`config.mk`:
```
export PLATFORM = sky130hd
export DESIGN_NAME = muldiv_seq
export DESIGN_NICKNAME = d
export VERILOG_FILES = /design/src/rtl/muldiv_seq.sv
export SDC_FILE = /design/constraint.sdc
export NUM_CORES = 1
export LEC_CHECK = 0
export CORE_ASPECT_RATIO = 0.8
export CORE_UTILIZATION = 50
export DETAILED_ROUTE_END_ITERATION = 12
export PLACE_DENSITY = 0.76
export SLEW_MARGIN = 20
export SYNTH_ARGS = -nofsm -noshare
export SYNTH_HDL_FRONTEND = slang
export SYNTH_SLANG_ARGS = --single-unit
export TNS_END_PERCENT = 1
```
`constraint.sdc`:
```
create_clock -name clock -period 5.99 [get_ports clock]
set_input_delay 1.198 -clock clock [delete_from_list [all_inputs] [get_ports clock]]
set_output_delay 1.198 -clock clock [all_outputs]
set_load 0.005 [all_outputs]
```
`src/rtl/muldiv_seq.sv`:
```
// Sequential 32-bit multiply/divide unit with HI/LO result registers.
// One radix-2 step per cycle: 32 RUN cycles, then a FIX cycle for sign correction and write-back.
module muldiv_seq (
  input  logic        clock,
  input  logic        nreset,
  input  logic        start,
  input  logic [1:0]  op,
  input  logic [31:0] a,
  input  logic [31:0] b,
  input  logic        mthi,
  input  logic        mtlo,
  input  logic        flush,
  output logic        busy,
  output logic        done,
  output logic        divzero,
  output logic [31:0] hi,
  output logic [31:0] lo
);

  typedef enum logic [1:0] {S_IDLE, S_RUN, S_FIX} state_t;

  state_t      state, state_nxt;
  logic [4:0]  cnt;
  logic        is_div;
  logic        neg_lo;   // product sign (mult) or quotient sign (div)
  logic        neg_hi;   // remainder sign, follows the dividend
  logic        dz_pend;
  logic [31:0] opnd;     // multiplicand or divisor magnitude
  logic [63:0] acc;      // mult: {partial product, multiplier}; div: {remainder, quotient}

  logic        signed_op, a_neg, b_neg;
  logic [31:0] a_abs, b_abs;
  logic [32:0] msum;
  logic [63:0] mult_nxt;
  logic [32:0] dshift;
  logic [33:0] ddiff;
  logic [63:0] div_nxt;
  logic [31:0] fix_hi, fix_lo;

  assign signed_op = ~op[0];
  assign a_neg     = signed_op & a[31];
  assign b_neg     = signed_op & b[31];
  assign a_abs     = a_neg ? (32'd0 - a) : a;
  assign b_abs     = b_neg ? (32'd0 - b) : b;

  // Shift-add: add the multiplicand into the upper half when the multiplier LSB is set.
  assign msum     = {1'b0, acc[63:32]} + (acc[0] ? {1'b0, opnd} : 33'd0);
  assign mult_nxt = {msum, acc[31:1]};

  // Restoring division: a 34-bit difference exposes the borrow in bit 33.
  assign dshift  = {acc[63:32], acc[31]};
  assign ddiff   = {1'b0, dshift} - {2'b00, opnd};
  assign div_nxt = ddiff[33] ? {dshift[31:0], acc[30:0], 1'b0}
                             : {ddiff[31:0],  acc[30:0], 1'b1};

  // NOTE: every output of a combinational block gets a default first, so no path can infer a latch.
  always_comb begin
    fix_hi = acc[63:32];
    fix_lo = acc[31:0];
    if (!is_div) begin
      if (neg_lo) {fix_hi, fix_lo} = 64'd0 - acc;
    end else begin
      if (neg_lo) fix_lo = 32'd0 - acc[31:0];
      if (neg_hi) fix_hi = 32'd0 - acc[63:32];
    end
  end

  // NOTE: sequential state uses non-blocking assignments so every flop samples pre-edge values.
  always_ff @(posedge clock or negedge nreset) begin
    if (!nreset) state <= S_IDLE;
    else         state <= state_nxt;
  end

  always_comb begin
    state_nxt = state;
    if (flush) begin
      state_nxt = S_IDLE;
    end else begin
      case (state)
        S_IDLE:  if (start) state_nxt = S_RUN;
        S_RUN:   if (cnt == 5'd31) state_nxt = S_FIX;
        S_FIX:   state_nxt = S_IDLE;
        default: state_nxt = S_IDLE;
      endcase
    end
  end

  always_comb begin
    busy = (state != S_IDLE);
  end

  always_ff @(posedge clock or negedge nreset) begin
    if (!nreset) begin
      cnt     <= '0;
      is_div  <= 1'b0;
      neg_lo  <= 1'b0;
      neg_hi  <= 1'b0;
      dz_pend <= 1'b0;
      opnd    <= '0;
      acc     <= '0;
      done    <= 1'b0;
      divzero <= 1'b0;
      hi      <= '0;
      lo      <= '0;
    end else begin
      done    <= 1'b0;
      divzero <= 1'b0;
      if (flush) begin
        cnt <= '0;
      end else begin
        case (state)
          S_IDLE: begin
            if (start) begin
              is_div  <= op[1];
              opnd    <= op[1] ? b_abs : a_abs;
              acc     <= op[1] ? {32'd0, a_abs} : {32'd0, b_abs};
              neg_lo  <= a_neg ^ b_neg;
              neg_hi  <= a_neg;
              dz_pend <= op[1] && (b == 32'd0);
              cnt     <= '0;
            end else begin
              if (mthi) hi <= a;
              if (mtlo) lo <= a;
            end
          end
          S_RUN: begin
            acc <= is_div ? div_nxt : mult_nxt;
            cnt <= (cnt == 5'd31) ? 5'd0 : cnt + 5'd1;
          end
          S_FIX: begin
            done    <= 1'b1;
            divzero <= dz_pend;
            if (!dz_pend) begin
              hi <= fix_hi;
              lo <= fix_lo;
            end
          end
          default: ;
        endcase
      end
    end
  end

endmodule

```
Yosys cells after proc, flatten, opt, wreduce, memory -nomap -nowiden:

Cells that the tools add are included.

* equality and inequality tests: 10
* $add $sub $neg: 8
* muxes and demuxes: 35
* multiply operators: 0
* reductions and logical operators: 13
* bitwise operators: 5
* divide/modulo/power cells: 0
* $lt $le $gt $ge: 0
* shifts and indexed selects: 0

Operators by type and width (number)
* 32-bit 2-to-1 mux: 17
* 64-bit 2-to-1 mux: 3
* 32-bit case mux with 2 select lines: 2
* 64-bit case mux with 2 select lines: 1
* 1-bit by 32-bit subtractor with 32-bit output, first input constant: 4
* 1-bit by 64-bit subtractor with 64-bit output, first input constant: 1
* 33-bit by 32-bit subtractor with 34-bit output: 1
* 32-bit by 32-bit adder with 33-bit output: 1
* 32-bit zero test: 1
* 5-bit 2-to-1 mux: 3
* 2-bit != test, second input constant: 5
* 5-bit case mux with 2 select lines: 1
* 5-bit AND reduction: 2
* 2-bit 2-to-1 mux: 3
* 3-bit != test, second input constant: 2
* 3-bit AND reduction: 2
* 2-bit nonzero test: 3
* 5-bit by 1-bit adder with 5-bit output, second input constant: 1
* 5-bit equality test, second input constant: 1
* 1-bit 2-to-1 mux: 4
* 2-bit case mux with 2 select lines: 1
* 2-bit AND reduction: 2
* 3-bit nonzero test: 1
* 1-bit bitwise AND: 2
* other kinds (6): 7

* logic and storage cells: 83
* latch bits: 0
* bits in writable memories: 0
* flip-flop bits (word level): 173
* memories: 0
* input bits: 72
* output and inout port bits: 67
* ROM bits: 0

Logic depth before layout (Yosys ltp):

Gate-level depths: netlist of the first run.

* depth after elaboration: 6
* depth in mapped cells: 16
* depth with buffers taken out: 14

Least setup slack after synthesis of the first run:

No wires, ideal clock.

* path type: in2reg
* start: input b[3]
* end: register opnd[27]
* stages on the path: 10
* data required time: 5.858 ns
* arrival time: 3.517 ns
* path buffers: 0
* slack: 2.340 ns
* cells stage by stage: or3_1 or4_1 nor2b_1 nand2_1 or4_1 o41ai_1 xor2_1 nand2_1 o211ai_1 o21ai_0

* cells in the longest elaborated chain, start to end: 3

Ends and longest elaborated chain
* from (decl): line 9 `input logic [31:0] b,`
* 1-bit by 32-bit subtractor with 32-bit output: line 44 `assign b_abs = b_neg ? (32'd0 - b) : b;`
* 32-bit 2-to-1 mux: line 44
* 32-bit 2-to-1 mux: line 115 `opnd <= op[1] ? b_abs : a_abs;`
* to (signal assigned): line 115
* to (decl): line 28 `logic [31:0] opnd;`

Every way passes these cells.
A chain may end at the register's enable or synchronous reset.

Worst setup path in the final report of the first run:

* start: register acc[37]
* end: register acc[48]

* cells in the longest elaborated chain, start to end: 4
* elaborated cells between the ends (all ways): 5

Ends and longest elaborated chain
* from (decl): line 29 `logic [63:0] acc;`
* from (signal assigned): line 116 `acc <= op[1] ? {32'd0, a_abs} : {32'd0, b_abs};`
* from (signal assigned): line 127 `acc <= is_div ? div_nxt : mult_nxt;`
* 33-bit by 32-bit subtractor with 34-bit output: line 52 `assign ddiff = {1'b0, dshift} - {2'b00, opnd};`
* 64-bit 2-to-1 mux: line 53 `assign div_nxt = ddiff[33] ? {dshift[31:0], acc[30:0], 1'b0}`
* 64-bit 2-to-1 mux (*): line 127
* 64-bit case mux with 2 select lines (*): line 111 `case (state)`

Mark *: on every way between the ends. The rest lies on a longest branch, timed or not.

==> flow_summary.yaml, run 1 <==
die:
  rows: 56
  die_x_um: 195
  coreArea_um2: 29300
  dieArea_um2: 30500
  die_y_um: 156
  io_pins: 139
  initial_utilization_pct: 50.9
critical_path:
  required_ns: 6.32
  r2r_cells: 12
  critPathLaunchType: "flip-flop"
  rr_startpoint: "acc[37]$_DFFE_PN0P_"
  rrSetupSlack_ns: 1.60
  endpoint_kind: "flip-flop"
  r2r-end: "acc[48]$_DFFE_PN0P_"
  critical_path_class: "flip-flop to flip-flop"
  critPathArrivalTime_ns: 4.72
  cp_max_fo: 41
power_and_ir_drop:
  irDropWorstVdd_mv: 0.279
  p_per_area_nw_per_um2: 437
  power_frac_seq_pct: 27.2
  total_leakage_power_nw: 7.31
  p_switching_w: 0.00350
  combPwrFrac_pct: 56.4
  swShare_pct: 47.1
  intPower_w: 0.00394
  p_clk_share_pct: 16.4
timing:
  hold_ws_ns: 0.480
  timing.setup.tns_ns: 0
  rsz0062_at_grt: "no"
  max_slew_margin_pct: 24.5
  timing.fmax_mhz: 228
  worst_pin_slew_ns: 1.12
  final_hold_viol_count: 0
  slew_violations: 0
  min_period_over_period_pct: 73.4
  skew_ns: 0.0166
  setup_viol: 0
  final.min_clock_period_ns: 4.39
clocking:
  path_clk_slew_ns: 0.08
  cts-root-buf: "clkbuf_16"
  cts_tree: "done"
  cts_buffers: 17
  cts_resized: 0
  clockBufferDepth: 2
  post_cts_buffers: 0
  cts_hold_buffers: 0
  h-tree-depth: 4
  clk_latency_ns: 0.46
  cts_sinks: 173
synth:
  synth_edf_count: 0
  syn_nets: 2076
  seq_area_frac_synth_pct: 29.1
  synthArstFlopShare_pct: 100
  netlist_area_um2: 14900
  netlist_instances: 1932
  synth_flop_cell: "dfrtp_1"
  yosys_warnings: 0
  yosys.cell_types.count: 78
  syn_area_per_cell_um2: 7.71
  synth-seq-cells: 173
run_status:
  status: "complete, no violations"
layout:
  drive_gt1_share_pct: 4.24
  diodes: 0
  flow.area_growth_from_synthesis_pct: 14.3
  layout.nets: 2134
flow_run:
  cap_violations: 0
min_path:
  hold_class: "flip-flop to flip-flop"
  holdPathStages: 2
  hold_path_end: "hi[26]$_DFFE_PN0P_"
  hold_path_startpoint: "hi[26]$_DFFE_PN0P_"
placement:
  post-dp-hpwl_um: 40400
  portBuffers: 138
  finalWeightedCongestion: 0.998
global_routing:
  grt_pass1_wl_um: 80000
  antenna_found_initial: 0
  grt_pass1_vias: 13400
  grt_usage_pct: 34.7
  grt_overflow: 0
  grt_max_degree: 102
routing:
  routed_wl_um: 53300
  wl_per_cell_um: 22.4
  drtIter0Drc: 1632
  drc_errors: 0
  drtPass1Iterations: 5
  viasPerCell: 6.27
  antenna_left: 0
  vias: 14900
-- cells by family (layout without fill, tap and decap cells) --
family                     after synthesis  after routing  synth area share (%)
AOI/OAI and AO/OA                      594            594                  24.3
xor gates and xnor gates               173            173                  10.2
adders and majority gates               72             72                  6.15
buffers and inverters                  178            249                  4.84
DFF                                    173            173                  29.1
muxes                                   78             78                  5.30
and+or+nand+nor                        664            664                  20.2
-- stage by stage --
stage,power [W],util [%],worst slack (ns),cell area [um2],instances
finish,0.00744,58.1,1.60,17000,2380
global route,0.00791,58.1,1.39,17000,2380
CTS,0.00733,58.1,1.68,17000,2380
detailed placement,0.00610,56.0,1.46,16400,2348
global placement,0.00600,56.0,1.53,16400,2348
floorplan,0.00484,-,2.34,14900,1932
-- registers in the layout, indices dropped and copies added (netlist names) --
signal / flops
hi: 32
is_div: 1
neg_hi: 1
neg_lo: 1
acc: 64
divzero: 1
opnd: 32
cnt: 5
state: 2
done: 1
lo: 32
dz_pend: 1
-- cells in the mapped netlist, types with 3 or more instances --
cell / n / area (um2)
o22ai_1: 3 / 18.8
a41oi_1: 4 / 35.0
a2111oi_0: 3 / 26.3
ha_1: 70 / 876
o31a_1: 3 / 26.3
nand3_1: 25 / 125
a221o_1: 3 / 30.0
and3_1: 5 / 31.3
nor2b_1: 20 / 125
a31oi_1: 23 / 144
or3_4: 3 / 33.8
clkbuf_1: 95 / 357
a22o_1: 12 / 105
or3_1: 17 / 106
mux2i_1: 71 / 711
a211oi_1: 10 / 75.1
o211ai_1: 19 / 143
nor2_1: 261 / 980
a22oi_1: 6 / 45.0
xor2_1: 87 / 762
nand2_1: 202 / 758
mux2_2: 7 / 78.8
o31ai_1: 50 / 375
nor3b_1: 4 / 30.0
nor3_1: 34 / 170
xnor2_1: 86 / 753
and4_1: 4 / 35.0
nor4_1: 19 / 119
buf_1: 7 / 26.3
o21ai_0: 168 / 841
and2_1: 9 / 56.3
or2_2: 7 / 43.8
a21o_1: 31 / 233
buf_2: 5 / 25.0
o41ai_1: 8 / 70.1
a21oi_1: 203 / 1020
o21bai_1: 6 / 45.0
o221ai_1: 6 / 52.6
dfrtp_1: 173 / 4330
or4_1: 18 / 135
buf_4: 5 / 37.5
o21a_1: 7 / 52.6
nand2b_1: 20 / 125
inv_1: 61 / 229
-- critical path, stage by stage (launching register included) --
cell and delay (ns):
dfrtp_1 0.55, ha_1 0.47, nand3_1 0.13, a2111oi_0 0.35, nor2_1 0.15, a21oi_1 0.25, a41oi_1 0.32, o41ai_2 0.61
a2111o_1 0.23, buf_4 0.52, mux2_2 0.41, a22oi_1 0.12, o21ai_0 0.10
-- area by class of cell --
type	count	area, um2
tap	377	472
timing repair buffer	156	1530
sequential	173	4330
multi-input combinational	1581	9860
clock inverter	14	181
clock buffer	18	429
fill	2746	12300
inverter	61	229
-- worst max path at each step --
stage                   startpoint                    to  slack [ns]  cells past startpoint
3_3_place_gp                  a[4]   acc[28]$_DFFE_PN0P_        1.53                     10
2_1_floorplan                 b[3]  opnd[27]$_DFFE_PN0P_        2.34                     10
5_1_grt        acc[31]$_DFFE_PN0P_   acc[62]$_DFFE_PN0P_        1.39                     14
4_1_cts        acc[39]$_DFFE_PN0P_   acc[48]$_DFFE_PN0P_        1.68                     12
6_report       acc[37]$_DFFE_PN0P_   acc[48]$_DFFE_PN0P_        1.60                     12
3_5_place_dp                  a[4]   acc[28]$_DFFE_PN0P_        1.46                     10
-- cell usage in the layout (no fill, tap or decap), drive strengths merged, types with 70 or more instances in the layout --
cell type,n
nor2,261
a21oi,203
nand2,202
dfrtp,173
o21ai,172
clkdlybuf4s50,136
xor2,87
xnor2,86
mux2i,71
ha,70
-- layer usage --
metal | vias to the layer above | global-route usage [%] | part of all wire, %
met5 | - | 0 | 0
met1 | 7088 | 51.1 | 46
met2 | 768 | 47.1 | 39
li1 | 6987 | - | -
met4 | 0 | 12.2 | 2.9
met3 | 76 | 10.9 | 12
-- power by group through the flow --
| stage | logic (W) | clock network, W | registers, W |
|---|---|---|---|
| floorplan | 0.00307 | 0 | 0.00177 |
| global placement | 0.00400 | 0 | 0.00200 |
| detailed placement | 0.00409 | 0 | 0.00201 |
| CTS | 0.00411 | 0.00122 | 0.00199 |
| global route | 0.00459 | 0.00127 | 0.00205 |
| finish | 0.00420 | 0.00122 | 0.00202 |
Power figures use the tool's default switching activity.
==> inputs of run 2 (changes only) <==
PLACE_DENSITY = 0.79   (was 0.76)
clock period = 3.7 ns   (was 5.99 ns; I/O delays follow)
==> flow_summary.yaml, run 2 (synthesized netlist as in run 1, its figures left out) <==
run_status:
  status: "complete, no violations"
timing:
  min_period_over_period_pct: 97.4
  final.min_clock_period_ns: 3.60
  rsz0062_at_grt: "no"
  hold_ws_ns: 0.361
  slew_violations: 0
  final_hold_viol_count: 0
  setup_viol: 0
  timing.fmax_mhz: 277
  worst_pin_slew_ns: 0.976
  max_slew_margin_pct: 34.7
  skew_ns: 0.0173
  timing.setup.tns_ns: 0
layout:
  flow.area_growth_from_synthesis_pct: 21.3
  final_cell_area_um2: 18100
  layout_commonest_cell: "nor2_1"
  drive_gt1_share_pct: 10.9
  final_cell_mix: "nor2_1 (260), nand2_1 (202), a21oi_1 (202)"
  layout.nets: 2269
  diodes: 0
  largest_register: "acc"
  largest_reg_flops: 64
placement:
  finalWeightedCongestion: 1.01
  post-dp-hpwl_um: 42400
  place_area_um2: 17400
  portBuffers: 138
routing:
  wl_per_cell_um: 21.8
  antenna_left: 0
  drtIter0Drc: 2151
  vias: 15800
  viasPerCell: 6.28
  drtPass1Iterations: 9
  routed_wl_um: 54900
  drc_errors: 0
global_routing:
  grt_usage_pct: 35.7
  grt_overflow: 0
  grtUsageMet2_pct: 50.3
  grt_max_degree: 101
  grt_use_met1_pct: 51.3
  grt_pass1_vias: 14300
  grt_pass1_wl_um: 83400
  grt_most_used_layer: "met1"
  gr-usage-met3_pct: 10.8
  antenna_found_initial: 0
clocking:
  cts_hold_buffers: 0
  clk_latency_ns: 0.46
  cts_buffers: 17
  h-tree-depth: 4
  clockBufferDepth: 2
  path_clk_slew_ns: 0.08
  cts_sinks: 173
  cts-root-buf: "clkbuf_16"
  cts_tree: "done"
min_path:
  hold_class: "primary input to async pin"
die:
  coreArea_um2: 29300
  dieArea_um2: 30500
  die_y_um: 156
  initial_utilization_pct: 50.9
  rows: 56
  die_x_um: 195
  io_pins: 139
critical_path:
  required_ns: 4.03
  critPathArrivalTime_ns: 3.93
  critical_path_class: "flip-flop to flip-flop"
  critPathLaunchType: "flip-flop"
  endpoint_kind: "flip-flop"
  cp_max_fo: 4
power_and_ir_drop:
  total_leakage_power_nw: 7.97
  p_per_area_nw_per_um2: 705
  irDropWorstVdd_mv: 0.468
flow_run:
  cap_violations: 0
## run 2: changes by cell type in the layout (fill, tap and decap cells not counted), moves of 3 or more
cell / delta
clkinv_2: +5
a2111oi_0: -3
buf_4: +133
inv_6: -3
clkinvlp_4: -3
## run 2: layout make-up
cell class                      count  area (um2)
Clock buffer                       18         429
Clock inverter                     13         115
Fill cell                        2584       11200
Inverter                           61         229
Multi-Input combinational cell   1581        9920
Sequential cell                   173        4330
Tap cell                          377         472
Timing Repair Buffer              291        2560
## run 2: path summary, 6_finish.rpt
path / startpoint / to / slack [ns] / depth (start not counted)
setup / recovery: acc[0]$_DFFE_PN0P_ / acc[62]$_DFFE_PN0P_ / 0.1 / 15
hold / removal: nreset / hi[31]$_DFFE_PN0P_ / 0.36 / 1
setup reg to reg: acc[0]$_DFFE_PN0P_ / acc[62]$_DFFE_PN0P_ / 0.1 / 15
hold reg to reg: hi[9]$_DFFE_PN0P_ / hi[9]$_DFFE_PN0P_ / 0.48 / 2
max in group asynchronous: nreset / divzero$_DFF_PN0_ / 2.47 / 2
min in group clock: hi[9]$_DFFE_PN0P_ / hi[9]$_DFFE_PN0P_ / 0.48 / 2
## run 2: critical path, stage by stage (launching register included)
cell	delay (ns)
dfrtp_1	0.43
buf_4	0.18
nand2_1	0.10
inv_1	0.06
ha_1	0.28
a211oi_1	0.34
o21ai_0	0.31
o2111a_1	0.35
o2111ai_1	0.20
buf_4	0.17
nand4bb_1	0.17
a21oi_1	0.21
a21oi_1	0.10
xor2_1	0.16
a221oi_1	0.32
a211oi_2	0.08
## run 2: routing by layer
| metal | wire length, um | vias to the layer above |
|---|---|---|
| met3 | 7910 | 102 |
| li1 | - | 7253 |
| met4 | 1840 | 0 |
| met1 | 23100 | 7396 |
| met2 | 22000 | 1035 |
| met5 | 0 | - |
## run 2: where the power goes
group          internal (W)  switching, W  total [W]
Combinational       0.00350       0.00453    0.00803
Clock              0.000926      0.000849    0.00178
Sequential          0.00239      0.000536    0.00292
## run 2: stage by stage
stage,worst slack (ns),power (W),utilization (%),cells
floorplan,0.362,0.00783,-,1932
global placement,-0.0628,0.0104,59.6,2482
detailed placement,-0.158,0.0106,59.6,2482
CTS,0.0383,0.0124,61.5,2513
global route,0.000425,0.0135,61.7,2514
finish,0.0955,0.0127,61.7,2514
## run 2: repair_timing
action | CTS | global route
endpoints found under the setup margin | 2 | 26
gates cloned | 0 | 0
pin swaps | 0 | 3
buffers inserted | 0 | 1
resized for setup | 4 | 13
